## src/rtl/uart_pkg.sv

```systemverilog
// Shared UART definitions: check-mode encodings, receiver state encoding
// and the expected-parity helper used by both the receiver and transmitter.
package uart_pkg;

    localparam int CHK_NONE = 0;
    localparam int CHK_EVEN = 1;
    localparam int CHK_ODD  = 2;
    localparam int CHK_ZERO = 3;
    localparam int CHK_ONE  = 4;

    typedef enum logic [2:0] {
        ST_IDLE,
        ST_START,
        ST_DATA,
        ST_PARITY,
        ST_STOP,
        ST_WAIT_IDLE
    } rx_state_t;

    // Data is zero-extended to 9 bits, which leaves its XOR unchanged.
    function automatic logic parity_bit(input int mode, input logic [8:0] data);
        case (mode)
            CHK_EVEN: return ^data;
            CHK_ODD:  return ~^data;
            CHK_ONE:  return 1'b1;
            default:  return 1'b0;
        endcase
    endfunction

endpackage

```

## src/rtl/uart_baud_tick.sv

```systemverilog
// Oversample tick generator: one-clock pulse every CLK_DIV clocks,
// held at phase zero while clear is high.
module uart_baud_tick #(
    parameter int CLK_DIV = 27
) (
    input  logic clk,
    input  logic rst,
    input  logic clear,
    output logic tick
);

    localparam int CNT_W = (CLK_DIV > 1) ? $clog2(CLK_DIV) : 1;

    logic [CNT_W-1:0] cnt;

    always_ff @(posedge clk) begin
        if (rst || clear) begin
            cnt  <= '0;
            tick <= 1'b0;
        end else if (cnt == CNT_W'(CLK_DIV - 1)) begin
            cnt  <= '0;
            tick <= 1'b1;
        end else begin
            cnt  <= cnt + 1'b1;
            tick <= 1'b0;
        end
    end

endmodule

```

## src/rtl/uart_rx_os.sv

```systemverilog
// Oversampling UART receiver with majority-vote bit sampling, parity and
// stop checking, break detection and a single-entry valid/ready output.
module uart_rx_os
    import uart_pkg::*;
#(
    parameter int CLK_DIV    = 27,
    parameter int OS_RATE    = 16,
    parameter int DATA_BITS  = 8,
    parameter int CHECK_MODE = 1,
    parameter int STOP_BITS  = 1
) (
    input  logic                 clk,
    input  logic                 rst,
    input  logic                 rx_en,
    input  logic                 rx,
    output logic [DATA_BITS-1:0] m_data,
    output logic                 m_valid,
    input  logic                 m_ready,
    output logic                 parity_err,
    output logic                 frame_err,
    output logic                 overrun,
    output logic                 break_det
);

    if (CLK_DIV < 1) begin : g_bad_clk_div
        $error("uart_rx_os: CLK_DIV must be >= 1");
    end
    if (OS_RATE < 8 || OS_RATE > 32 || (OS_RATE % 2) != 0) begin : g_bad_os_rate
        $error("uart_rx_os: OS_RATE must be even and in 8..32");
    end
    if (DATA_BITS < 5 || DATA_BITS > 9) begin : g_bad_data_bits
        $error("uart_rx_os: DATA_BITS must be in 5..9");
    end
    if (CHECK_MODE < 0 || CHECK_MODE > 4) begin : g_bad_check_mode
        $error("uart_rx_os: CHECK_MODE must be in 0..4");
    end
    if (STOP_BITS != 1 && STOP_BITS != 2) begin : g_bad_stop_bits
        $error("uart_rx_os: STOP_BITS must be 1 or 2");
    end

    localparam int OS_W = $clog2(OS_RATE);
    localparam logic [OS_W-1:0] SAMP0   = OS_W'(OS_RATE / 2 - 1);
    localparam logic [OS_W-1:0] SAMP1   = OS_W'(OS_RATE / 2);
    localparam logic [OS_W-1:0] SAMP2   = OS_W'(OS_RATE / 2 + 1);
    localparam logic [OS_W-1:0] BIT_END = OS_W'(OS_RATE - 1);

    logic rx_meta, rx_sync, rx_prev;
    logic tick;

    rx_state_t              state;
    logic [OS_W-1:0]        os_cnt;
    logic [3:0]             bit_idx;
    logic                   stop_idx;
    logic                   samp_a, samp_b;
    logic [DATA_BITS-1:0]   data_sr;
    logic                   par_err_r, frm_err_r, all_zero;

    logic at_maj, at_end, maj, frame_bad, is_break, last_stop;

    uart_baud_tick #(.CLK_DIV(CLK_DIV)) u_tick (
        .clk   (clk),
        .rst   (rst),
        .clear (~rx_en),
        .tick  (tick)
    );

    // rx_prev trails the synchronised line by one clock for start-edge detection.
    always_ff @(posedge clk) begin
        if (rst) begin
            rx_meta <= 1'b1;
            rx_sync <= 1'b1;
            rx_prev <= 1'b1;
        end else begin
            rx_meta <= rx;
            rx_sync <= rx_meta;
            rx_prev <= rx_sync;
        end
    end

    assign at_maj    = tick && (os_cnt == SAMP2);
    assign at_end    = tick && (os_cnt == BIT_END);
    assign maj       = (samp_a & samp_b) | (samp_a & rx_sync) | (samp_b & rx_sync);
    assign frame_bad = frm_err_r | ~maj;
    assign is_break  = all_zero & ~maj;
    assign last_stop = (STOP_BITS == 1) || stop_idx;

    always_ff @(posedge clk) begin
        if (rst) begin
            state      <= ST_IDLE;
            os_cnt     <= '0;
            bit_idx    <= '0;
            stop_idx   <= 1'b0;
            samp_a     <= 1'b0;
            samp_b     <= 1'b0;
            data_sr    <= '0;
            par_err_r  <= 1'b0;
            frm_err_r  <= 1'b0;
            all_zero   <= 1'b0;
            m_data     <= '0;
            m_valid    <= 1'b0;
            parity_err <= 1'b0;
            frame_err  <= 1'b0;
            overrun    <= 1'b0;
            break_det  <= 1'b0;
        end else begin
            overrun   <= 1'b0;
            break_det <= 1'b0;
            if (m_valid && m_ready) begin
                m_valid <= 1'b0;
            end

            if (!rx_en) begin
                state  <= ST_IDLE;
                os_cnt <= '0;
            end else begin
                case (state)
                    ST_IDLE: begin
                        if (rx_prev && !rx_sync) begin
                            state     <= ST_START;
                            os_cnt    <= '0;
                            bit_idx   <= '0;
                            stop_idx  <= 1'b0;
                            par_err_r <= 1'b0;
                            frm_err_r <= 1'b0;
                            all_zero  <= 1'b1;
                        end
                    end
                    ST_WAIT_IDLE: begin
                        if (rx_sync) begin
                            state <= ST_IDLE;
                        end
                    end
                    default: begin
                        if (tick) begin
                            os_cnt <= (os_cnt == BIT_END) ? '0 : os_cnt + 1'b1;
                            if (os_cnt == SAMP0) samp_a <= rx_sync;
                            if (os_cnt == SAMP1) samp_b <= rx_sync;
                        end
                        case (state)
                            ST_START: begin
                                if (at_maj && maj) begin
                                    state <= ST_IDLE;
                                end else if (at_end) begin
                                    state <= ST_DATA;
                                end
                            end
                            ST_DATA: begin
                                if (at_maj) begin
                                    data_sr <= {maj, data_sr[DATA_BITS-1:1]};
                                    if (maj) all_zero <= 1'b0;
                                end
                                if (at_end) begin
                                    if (bit_idx == 4'(DATA_BITS - 1)) begin
                                        state <= (CHECK_MODE != CHK_NONE) ? ST_PARITY : ST_STOP;
                                    end else begin
                                        bit_idx <= bit_idx + 1'b1;
                                    end
                                end
                            end
                            ST_PARITY: begin
                                if (at_maj) begin
                                    par_err_r <= (maj != parity_bit(CHECK_MODE, 9'(data_sr)));
                                    if (maj) all_zero <= 1'b0;
                                end else if (at_end) begin
                                    state <= ST_STOP;
                                end
                            end
                            ST_STOP: begin
                                // The frame completes at the vote of the last stop bit.
                                if (at_maj && last_stop) begin
                                    if (m_valid && !m_ready) begin
                                        overrun <= 1'b1;
                                    end else begin
                                        m_data     <= data_sr;
                                        parity_err <= par_err_r;
                                        frame_err  <= frame_bad;
                                        m_valid    <= 1'b1;
                                    end
                                    break_det <= is_break;
                                    state     <= frame_bad ? ST_WAIT_IDLE : ST_IDLE;
                                end else if (at_maj) begin
                                    frm_err_r <= frame_bad;
                                    if (maj) all_zero <= 1'b0;
                                end else if (at_end) begin
                                    stop_idx <= 1'b1;
                                end
                            end
                            default: state <= ST_IDLE;
                        endcase
                    end
                endcase
            end
        end
    end

endmodule

```

## config.mk

```make
export PLATFORM = sky130hd
export DESIGN_NAME = uart_rx_os
export DESIGN_NICKNAME = d
export VERILOG_FILES = /design/src/rtl/uart_pkg.sv /design/src/rtl/uart_baud_tick.sv /design/src/rtl/uart_rx_os.sv
export SDC_FILE = /design/constraint.sdc
export NUM_CORES = 1
export LEC_CHECK = 0
export CORE_MARGIN = 8
export CORE_UTILIZATION = 35
export CTS_CLUSTER_SIZE = 10
export DETAILED_ROUTE_END_ITERATION = 7
export PLACE_DENSITY = 0.63
export RECOVER_POWER = 50
export SKIP_LAST_GASP = 1
export SYNTH_ARGS = -nofsm -noshare
export SYNTH_HDL_FRONTEND = slang
export SYNTH_SLANG_ARGS = --single-unit
```

## constraint.sdc

```tcl
create_clock -name clk -period 2.3 [get_ports clk]
set_clock_uncertainty 0.2 [all_clocks]
set_input_delay 0.46 -clock clk [delete_from_list [all_inputs] [get_ports clk]]
set_output_delay 0.46 -clock clk [all_outputs]
set_load 0.01 [all_outputs]
```

After elaboration in Yosys (flattened, before gate mapping)
Cells that the tools add are included.
{"block": "word_totals", "reg_bits": 45, "input_bits": 5, "word_cells": 130}
{"block": "classes", "addsub": 3, "n_eq_ne": 21, "n_mux": 42, "n_bitwise": 13, "n_reduce_logical": 32}
{"op": "$mux 3", "count": 10}
{"op": "$mux 4", "count": 6}
{"op": "$mux 1", "count": 20}
{"op": "$ne 4x4->1 const B", "count": 4}
{"op": "$pmux 4 s2", "count": 2}
{"op": "$reduce_bool 2->1", "count": 7}
{"op": "$eq 4x4->1 const B", "count": 3}
{"op": "$pmux 3 s4", "count": 1}
{"op": "$reduce_and 4->1", "count": 3}
{"op": "$reduce_and 6->1", "count": 2}
{"op": "$reduce_and 5->1", "count": 2}
{"op": "$reduce_xor 9->1", "count": 1}
{"op": "$add 4x1->4 const B", "count": 2}
{"op": "$eq 4x3->1 const B", "count": 2}
{"op": "$reduce_and 8->1", "count": 1}
{"op": "$reduce_or 2->1", "count": 4}
{"op": "$not 1->1", "count": 7}
{"op": "$eq 3x2->1 const B", "count": 2}
{"op": "$eq 3x3->1 const B", "count": 2}
{"op": "$logic_and 1x1->1", "count": 6}
{"op": "$pmux 3 s2", "count": 1}
{"op": "$reduce_or 6->1", "count": 1}
{"op": "$add 5x1->5 const B", "count": 1}
{"op": "$eq 5x5->1 const B", "count": 1}
{"op": "other kinds (13)", "count": 20}

Longest topological paths before layout
Gate-level depths: netlist of the first run.
{"block": "depth", "ltp_word": 11, "depth_mapped": 9, "depth_no_buf": 7}

Modules after synthesis
From an unflattened synthesis of the first run, not the netlist that was laid out.
{"block": "unflattened", "cells_unflattened": 231, "hier_area_um2": 2133.3}
{"mod": "uart_rx_os", "n_inst": 1, "cells_per_inst": 208, "area_each_um2": 1905.6, "seq_area_each_um2": 780.7}
{"mod": "uart_baud_tick", "n_inst": 1, "cells_per_inst": 23, "area_each_um2": 227.7, "seq_area_each_um2": 120.1}

Worst setup path before layout of the first run
No wires, ideal clock.
{"block": "synth_path", "path_kind": "reg-to-reg", "startpoint": "register state[0]", "endpoint": "register os_cnt[2]", "setup_ns": 0.070, "arrival_ns": 1.722, "path_slack_ns": 0.308, "path_stages_with_launch": 7, "path_buffers": 1, "synth_period_minus_slack_ns": 1.992, "path_cell_list": "dfxtp_1 > buf_6 > or4b_4 > a21oi_2 > a21oi_2 > or4b_1 > a21oi_1"}
{"block": "synth_via", "elab_chain_len": 3, "word_cells_on_any_way": 7, "cone_classes": "eq/ne: 2; mux: 1; bitwise: 1; reduce/logical: 3"}
{"element": "start: declaration", "line_no": "uart_rx_os.sv:50", "source": "rx_state_t state;"}
{"element": "start signal: assignment", "line_no": "uart_rx_os.sv:154", "source": "state <= (CHECK_MODE != CHK_NONE) ? ST_PARITY : ST_STOP;"}
{"element": "start signal: assignment", "line_no": "uart_rx_os.sv:180", "source": "state <= frame_bad ? ST_WAIT_IDLE : ST_IDLE;"}
{"element": "$logic_not 3->1 or $eq 3x3->1 (tied branches)", "line_no": "uart_rx_os.sv:116", "source": "case (state)"}
{"element": "$ne 2x2->1 (no line), or another cell as far along"}
{"element": "$reduce_and 3->1 (no line)"}
{"element": "end signal: assignment", "line_no": "uart_rx_os.sv:135", "source": "os_cnt <= (os_cnt == BIT_END) ? '0 : os_cnt + 1'b1;"}
{"element": "end: declaration", "line_no": "uart_rx_os.sv:51", "source": "logic [OS_W-1:0] os_cnt;"}
Several ways; a longest one is shown, not always the timed one.
A chain may end at the register's enable or synchronous reset.

Worst setup path in the final report of the first run
{"block": "layout_path", "startpoint": "register rx_sync", "endpoint": "register os_cnt[2]"}
{"block": "layout_via", "elab_chain_len": 4}
{"element": "start: declaration", "line_no": "uart_rx_os.sv:47", "source": "logic rx_meta, rx_sync, rx_prev;"}
{"element": "start signal: assignment", "line_no": "uart_rx_os.sv:75", "source": "rx_sync <= rx_meta;"}
{"element": "$logic_not 1->1", "line_no": "uart_rx_os.sv:118", "source": "if (rx_prev && !rx_sync) begin"}
{"element": "$logic_and 1x1->1", "line_no": "uart_rx_os.sv:118"}
{"element": "$ne 2x2->1 (no line)"}
{"element": "$reduce_and 3->1 (no line)"}
Every way passes these cells.

==> results.md, run 1 <==
- Clk slew on worst S/H paths: 0.08 ns
- Critical path endpoint: os_cnt[2]$_SDFFE_PP0P_
- Fin Setup TNS: 0 ns
- Final instance area: 2430 um^2
- Final setup fails: 0
- Ant. Diodes: 0
- Pwr/cell area: 557.4 nW/um^2
- Fmax: 471.8 MHz
- Sw Ratio: 22.32%
- Cell leakage power: 0.9445 nW
- Top cell type's share of synthesized area: 43.27%
- Clock group share of total power: 37.6%
- Top-count cell post-synth: dfxtp_1
- Crit path launch: rx_sync$_SDFF_PP1_
- Grt ovf: 0
- CTS Buffer Depth: 2
- Ratio of final minimum period to clock period: 92.16%
- FF+latch count, synth: 45
- Final nets: 266
- Clock latency on the worst-skew pair: 0.29 ns
- # Post-CTS Setup Buffers: 0
- Synthesis warning total: 0
- Syn Nets: 243
- Final Hold Fails: 0
- Layout area overhead: 16.71%
- Detailed-route wire length per cell: 12.00 um
- Avg Inst Size Synth: 8.974 um^2
- Clk Tree Root Cell: clkbuf_8
- Worst-Margin Slew: 0.5491 ns
- Via count: 1621
- Reg2reg start: rx_sync$_SDFF_PP1_
- Most common library cells after synthesis: 45 x dfxtp_1, 32 x nand2_1, 23 x nor2_1
- Clk sinks: 45
- DP Cell Count: 323
- Setup WS post-layout: 0.1802 ns
- Stages on the worst setup path: 5
- Non-Filler Instances: 331
- Critical path class: register to register
- Gpl congestion: 0.8060
- Rows: 28
- Vias in the first global route: 1591
- EDFF count, synth: 0
- Initial Util: 35.59%
- RSZ-0062 raised after global routing: no
- Post-synthesis async set-or-reset flop share: 0%
- First-pass GRT wire length: 7017 um
- First-pass iteration count of the detailed router: 5
- # H-tree levels: 2
- Fraction of layout cells with a size suffix above 1: 10.94%
- Crit path max fanout: 9
- Crit-path leading delay family: simple AND/OR/NAND/NOR gates
- Cts bufs inserted: 5
- Synth area leaders: dfxtp_1 43%, nand2_1 5.8%, mux2i_1 5.3%
- Place WS: 0.1300 ns
- Crit. End Element: register
- Worst EP required: 2.33 ns
- DR DRC count: 0
- CTS tree: built
- Min Hold Slack: 0.2120 ns
- Die width: 93.13 um
- Worst path slowest cell: or4b_1
- Register area share after synthesis: 43.27%
- Max Cap Violations: 0
- Fin. max-slew vios: 0
- Post-DRT Antenna Nets: 0
- DR vias/cell: 4.897
- Register-to-register setup slack: 0.18 ns
- I/O pin cnt: 18
- CP Buf/Inv Count: 0
- Slowest Stage Delay on Critical Path: 0.60 ns
- Final HPWL from detailed placement: 2868 um
- Core area: 5851 um^2
- Logic pwr share: 4.1%
- Int Power: 0.001052 W
- Hold Crit Class: register to register
- Minimum clock period: 2.120 ns
- Port bufs: 17
- Die Area: 8672 um^2
- DIE HEIGHT: 93.13 um
- R2R cell count: 5
- CTS hold repair buffers: 0
- Most area-hungry cell type in the Yosys netlist: dfxtp_1
- Overall routed net length: 3973 um
- Rel. slew slack: 63.39%
- RR Endpoint: os_cnt[2]$_SDFFE_PP0P_
- Seq pwr share: 58.2%
- Main flop type after synthesis: dfxtp_1
- Status: finished, final reports clean
- Number of cells produced by synthesis: 232
- Critical path launch point type: register
- Drt first-iter violations: 57
- CP Cell Sequence: or4b_1, a21oi_2, a21oi_2, or4b_1, a21oi_1
- Placed instance area: 2344 um^2
- Synthesized area: 2082 um^2
- Post-CTS sizing: 0
- Data arrival, critical path: 2.14 ns
- Switching power: 0.0003024 W
- Worst IR drop on VDD: 0.3471 mV
- Cell variety after synth: 44
- All-layer global routing usage: 9.785%
- Largest net degree at the start of global routing: 31
- Initial antenna violation count: 0
-- area by class of cell --
class,instances,area (um^2)
clock buffers,6,82.58
fillers,589,3421
flip-flops and latches,45,900.9
repair buffers,26,231.5
inverters,5,18.77
clock inverters,2,13.76
well taps,75,93.84
multi-input cells,172,1089
-- cell families (layout without fill, tap and decap cells) --
family,after synthesis,after routing,synth area share [%]
simple gates,102,102,25.84
xor+xnor,14,14,5.890
flops,45,45,43.27
mux,11,11,5.289
fa+ha+maj,7,7,4.086
buf+inv,15,39,4.266
compound gates,38,38,11.36
-- per-stage QoR --
| stage | total power [W] | utilization [%] |
|---|---|---|
| after floorplan | 0.0008460 | - |
| after CTS | 0.001376 | 41.70 |
| after detailed placement | 0.0008664 | 40.06 |
| after global routing | 0.001417 | 41.53 |
| after global placement | 0.0008660 | 40.06 |
| final | 0.001354 | 41.53 |
-- layout by cell type (no fill, tap or decap), types with 7 or more instances in the layout --
master / n
dfxtp_1: 45
xnor2_1: 12
nor2_1: 23
dlygate4sd3_1: 14
nand2b_1: 8
mux2i_1: 11
nand2_1: 32
a21oi_1: 19
buf_4: 7
-- sequential cells by signal (all words and copies together) (netlist names), 3 cells and up --
register and count:
data_sr 8, m_data 8, os_cnt 4, u_tick.cnt 5, state 3, bit_idx 4
-- worst min-delay path by stage --
stage                     cells past startpoint            endpoint          startpoint
after floorplan                               1  rx_sync$_SDFF_PP1_  rx_meta$_SDFF_PP1_
after global placement                        1  rx_sync$_SDFF_PP1_  rx_meta$_SDFF_PP1_
after detailed placement                      1  rx_sync$_SDFF_PP1_  rx_meta$_SDFF_PP1_
after CTS                                     1  rx_sync$_SDFF_PP1_  rx_meta$_SDFF_PP1_
after global routing                          1  rx_sync$_SDFF_PP1_  rx_meta$_SDFF_PP1_
final                                         1  rx_sync$_SDFF_PP1_  rx_meta$_SDFF_PP1_
-- metal layers --
layer	vias up	wire, um	GRT usage [%]
li1	841	-	-
met1	757	1953	11.68
met2	21	1886	16.63
met3	2	89	2.083
met4	0	44	4.027
met5	-	0	0
-- power groups by stage --
stage	registers (W)	clock network, W	logic (W)
3_5_place_dp	0.000807	0	0.0000592
4_1_cts	0.000789	0.000528	0.0000592
5_1_grt	0.000790	0.000565	0.0000624
2_1_floorplan	0.000806	0	0.0000401
3_3_place_gp	0.000807	0	0.0000589
6_report	0.000789	0.000510	0.0000561
Power figures use the tool's default switching activity.
==> run 2, diff against run 1 <==
--- a/config.mk
+++ b/config.mk
@@ -9,7 +9,9 @@
 export CORE_UTILIZATION = 35
 export CTS_CLUSTER_SIZE = 10
 export DETAILED_ROUTE_END_ITERATION = 7
-export PLACE_DENSITY = 0.63
+export DONT_BUFFER_PORTS = 1
+export GPL_TIMING_DRIVEN = 0
+export PLACE_DENSITY = 0.59
 export RECOVER_POWER = 50
 export SKIP_LAST_GASP = 1
 export SYNTH_ARGS = -nofsm -noshare
==> run 2 against run 1 <==
Compared with the run above:
- hold slack worse by 0.15 ns
- first-iteration DRC count up 130%
- core utilization down 2.6 points
- die area unchanged
- count of clock-buffer cells in the layout unchanged
- combinational power down 12%
- power up 5.6%
- via count down 6.2%
- clock power up 16%
- critical endpoint unchanged
- largest cell class unchanged
==> results.md, run 2 (synthesis gave the netlist of run 1 again) <==
- Critical path class: register to register
- First-pass iteration count of the detailed router: 4 (-1)
- Port bufs: 0 (-17)
- Clk Tree Root Cell: clkbuf_8
- Min Hold Slack: 0.06120 ns (-0.1508 ns)
- First-pass GRT wire length: 6810 um (-2.9%)
- Layout area overhead: 9.435%
- Largest regs: data_sr (8), m_data (8), u_tick.cnt (5)
- Die Area: 8672 um^2 (unchanged)
- Crit. End Element: register
- # H-tree levels: 2 (unchanged)
- Data arrival, critical path: 2.17 ns (+0.03 ns)
- Drt first-iter violations: 133 (+130%)
- # Post-CTS Setup Buffers: 0 (unchanged)
- DR vias/cell: 4.841 (-1.2%)
- Final Hold Fails: 0 (unchanged)
- Ant. Diodes: 0 (unchanged)
- Fill count: 587 (-0.34%)
- Vias in the first global route: 1423 (-11%)
- Switching power: 0.0003008 W (-0.52%)
- Worst EP required: 2.33 ns (about the same)
- Cts bufs inserted: 5 (unchanged)
- Max Cap Violations: 0 (unchanged)
- Rows: 28 (unchanged)
- Clock latency on the worst-skew pair: 0.30 ns (about the same)
- Int Power: 0.001129 W (+7.4%)
- Final nets: 249 (-6.4%)
- All-layer global routing usage: 9.673% (-0.11 points)
- Die width: 93.13 um (unchanged)
- Ratio of final minimum period to clock period: 93.20% (+1.0 points)
- Place WS: 0.1047 ns (-0.02530 ns)
- Grt ovf: 0 (unchanged)
- Worst IR drop on VDD: 0.3092 mV (-11%)
- Overall routed net length: 3983 um (+0.25%)
- Detailed-route wire length per cell: 12.68 um (+5.7%)
- DR DRC count: 0 (unchanged)
- Crit path max fanout: 10 (+1)
- DP Cell Count: 307 (-5.0%)
- RSZ-0062 raised after global routing: no
- Clk sinks: 45 (unchanged)
- CTS Buffer Depth: 2 (unchanged)
- DIE HEIGHT: 93.13 um (unchanged)
- Via count: 1520 (-6.2%)
- Cell leakage power: 0.8399 nW (-11%)
- Final setup fails: 0 (unchanged)
- CTS hold repair buffers: 0 (unchanged)
- Post-DRT Antenna Nets: 0 (unchanged)
- Minimum clock period: 2.144 ns (+0.02376 ns)
- CTS tree: built
- Critical path launch point type: register
- Seq pwr share: 55.1% (-3.1 points)
- Overall Power: 0.001430 W (+5.6%)
- Rel. slew slack: 35.10% (-28 points)
- Non-Filler Instances: 314 (-5.1%)
- Fmax: 466.5 MHz (-1.1%)
- Pwr/cell area: 627.7 nW/um^2 (+13%)
- Core area: 5851 um^2 (unchanged)
- Initial antenna violation count: 0 (unchanged)
- Most common cell after layout, fill and taps aside: dfxtp_1
- Setup WS post-layout: 0.1565 ns (-0.02376 ns)
- Post-CTS sizing: 0 (unchanged)
- Most frequent cells in the layout: 45 x dfxtp_1, 32 x nand2_1, 23 x nor2_1
- Status: finished, final reports clean
- Worst-Margin Slew: 0.9660 ns (+0.4169 ns)
- Clock group share of total power: 41.4% (+3.8 points)
- I/O pin cnt: 18 (unchanged)
- Sw Ratio: 21.03% (-1.3 points)
- Fin. max-slew vios: 0 (unchanged)
- Fraction of layout cells with a size suffix above 1: 10.88% (-0.059 points)
- Logic pwr share: 3.5% (-0.6 points)
- Hold Crit Class: input pin to register
- Final HPWL from detailed placement: 2795 um (-2.5%)
- Initial Util: 35.59% (unchanged)
- Gpl congestion: 0.7937 (-1.5%)
- Fin Setup TNS: 0 ns (unchanged)
- Clk slew on worst S/H paths: 0.08 ns (about the same)
- Largest net degree at the start of global routing: 15 (-52%)
-- run 2: cell types whose count changed in the layout (fill, tap and decap cells not counted), sizes merged --
cell           before  now
dlygate4sd3        14    0
buf                 7    4
clkbuf              8   11
clkdlybuf4s50       3    0
bufinv              0    1
clkinv              2    1
-- run 2: final timing paths --
kind	from	to	slack [ns]	cells after the start
hold / removal	rx	rx_meta$_SDFF_PP1_	0.06	1
setup reg to reg	state[0]$_SDFFE_PP0P_	os_cnt[2]$_SDFFE_PP0P_	0.16	6
setup / recovery	state[0]$_SDFFE_PP0P_	os_cnt[2]$_SDFFE_PP0P_	0.16	6
hold reg to reg	rx_meta$_SDFF_PP1_	rx_sync$_SDFF_PP1_	0.21	1
-- run 2: routing by layer --
metal	track usage [%]	wire [um]
met1	12.79	1965
met2	14.14	1775
met3	2.564	169
met4	4.832	73
met5	0	0
-- run 2: layout make-up --
| cell class | instances | area (um^2) | area share, % |
|---|---|---|---|
| plain buffers | 9 | 60.06 | 2.636 |
| well taps | 75 | 93.84 | 4.119 |
| multi-input cells | 172 | 1094 | 48.00 |
| clock inverters | 2 | 38.79 | 1.702 |
| inverters | 5 | 18.77 | 0.8237 |
| clock buffers | 6 | 72.57 | 3.185 |
| flip-flops and latches | 45 | 900.9 | 39.54 |
-- run 2: power by group through the flow --
stage | sequential [W] | combinational, W | clock, W
floorplan | 0.000806 | 0.0000401 | 0
global placement | 0.000807 | 0.0000500 | 0
detailed placement | 0.000807 | 0.0000503 | 0
CTS | 0.000788 | 0.0000501 | 0.000615
global route | 0.000789 | 0.0000548 | 0.000648
finish | 0.000788 | 0.0000495 | 0.000593
-- run 2: stage by stage --
stage               util (%)  instance area (um^2)
floorplan                  -                  2082
detailed placement     37.19                  2176
CTS                    39.09                  2287
global placement       37.19                  2176
finish                 38.94                  2278
global route           38.94                  2278
-- run 2: worst max-delay path, cell delays in order, from the launching register on --
cell and delay [ns]:
dfxtp_1 0.32, buf_6 0.13, or4b_1 0.56, a21oi_2 0.16
a21oi_2 0.09, or4b_1 0.48, a21oi_1 0.14
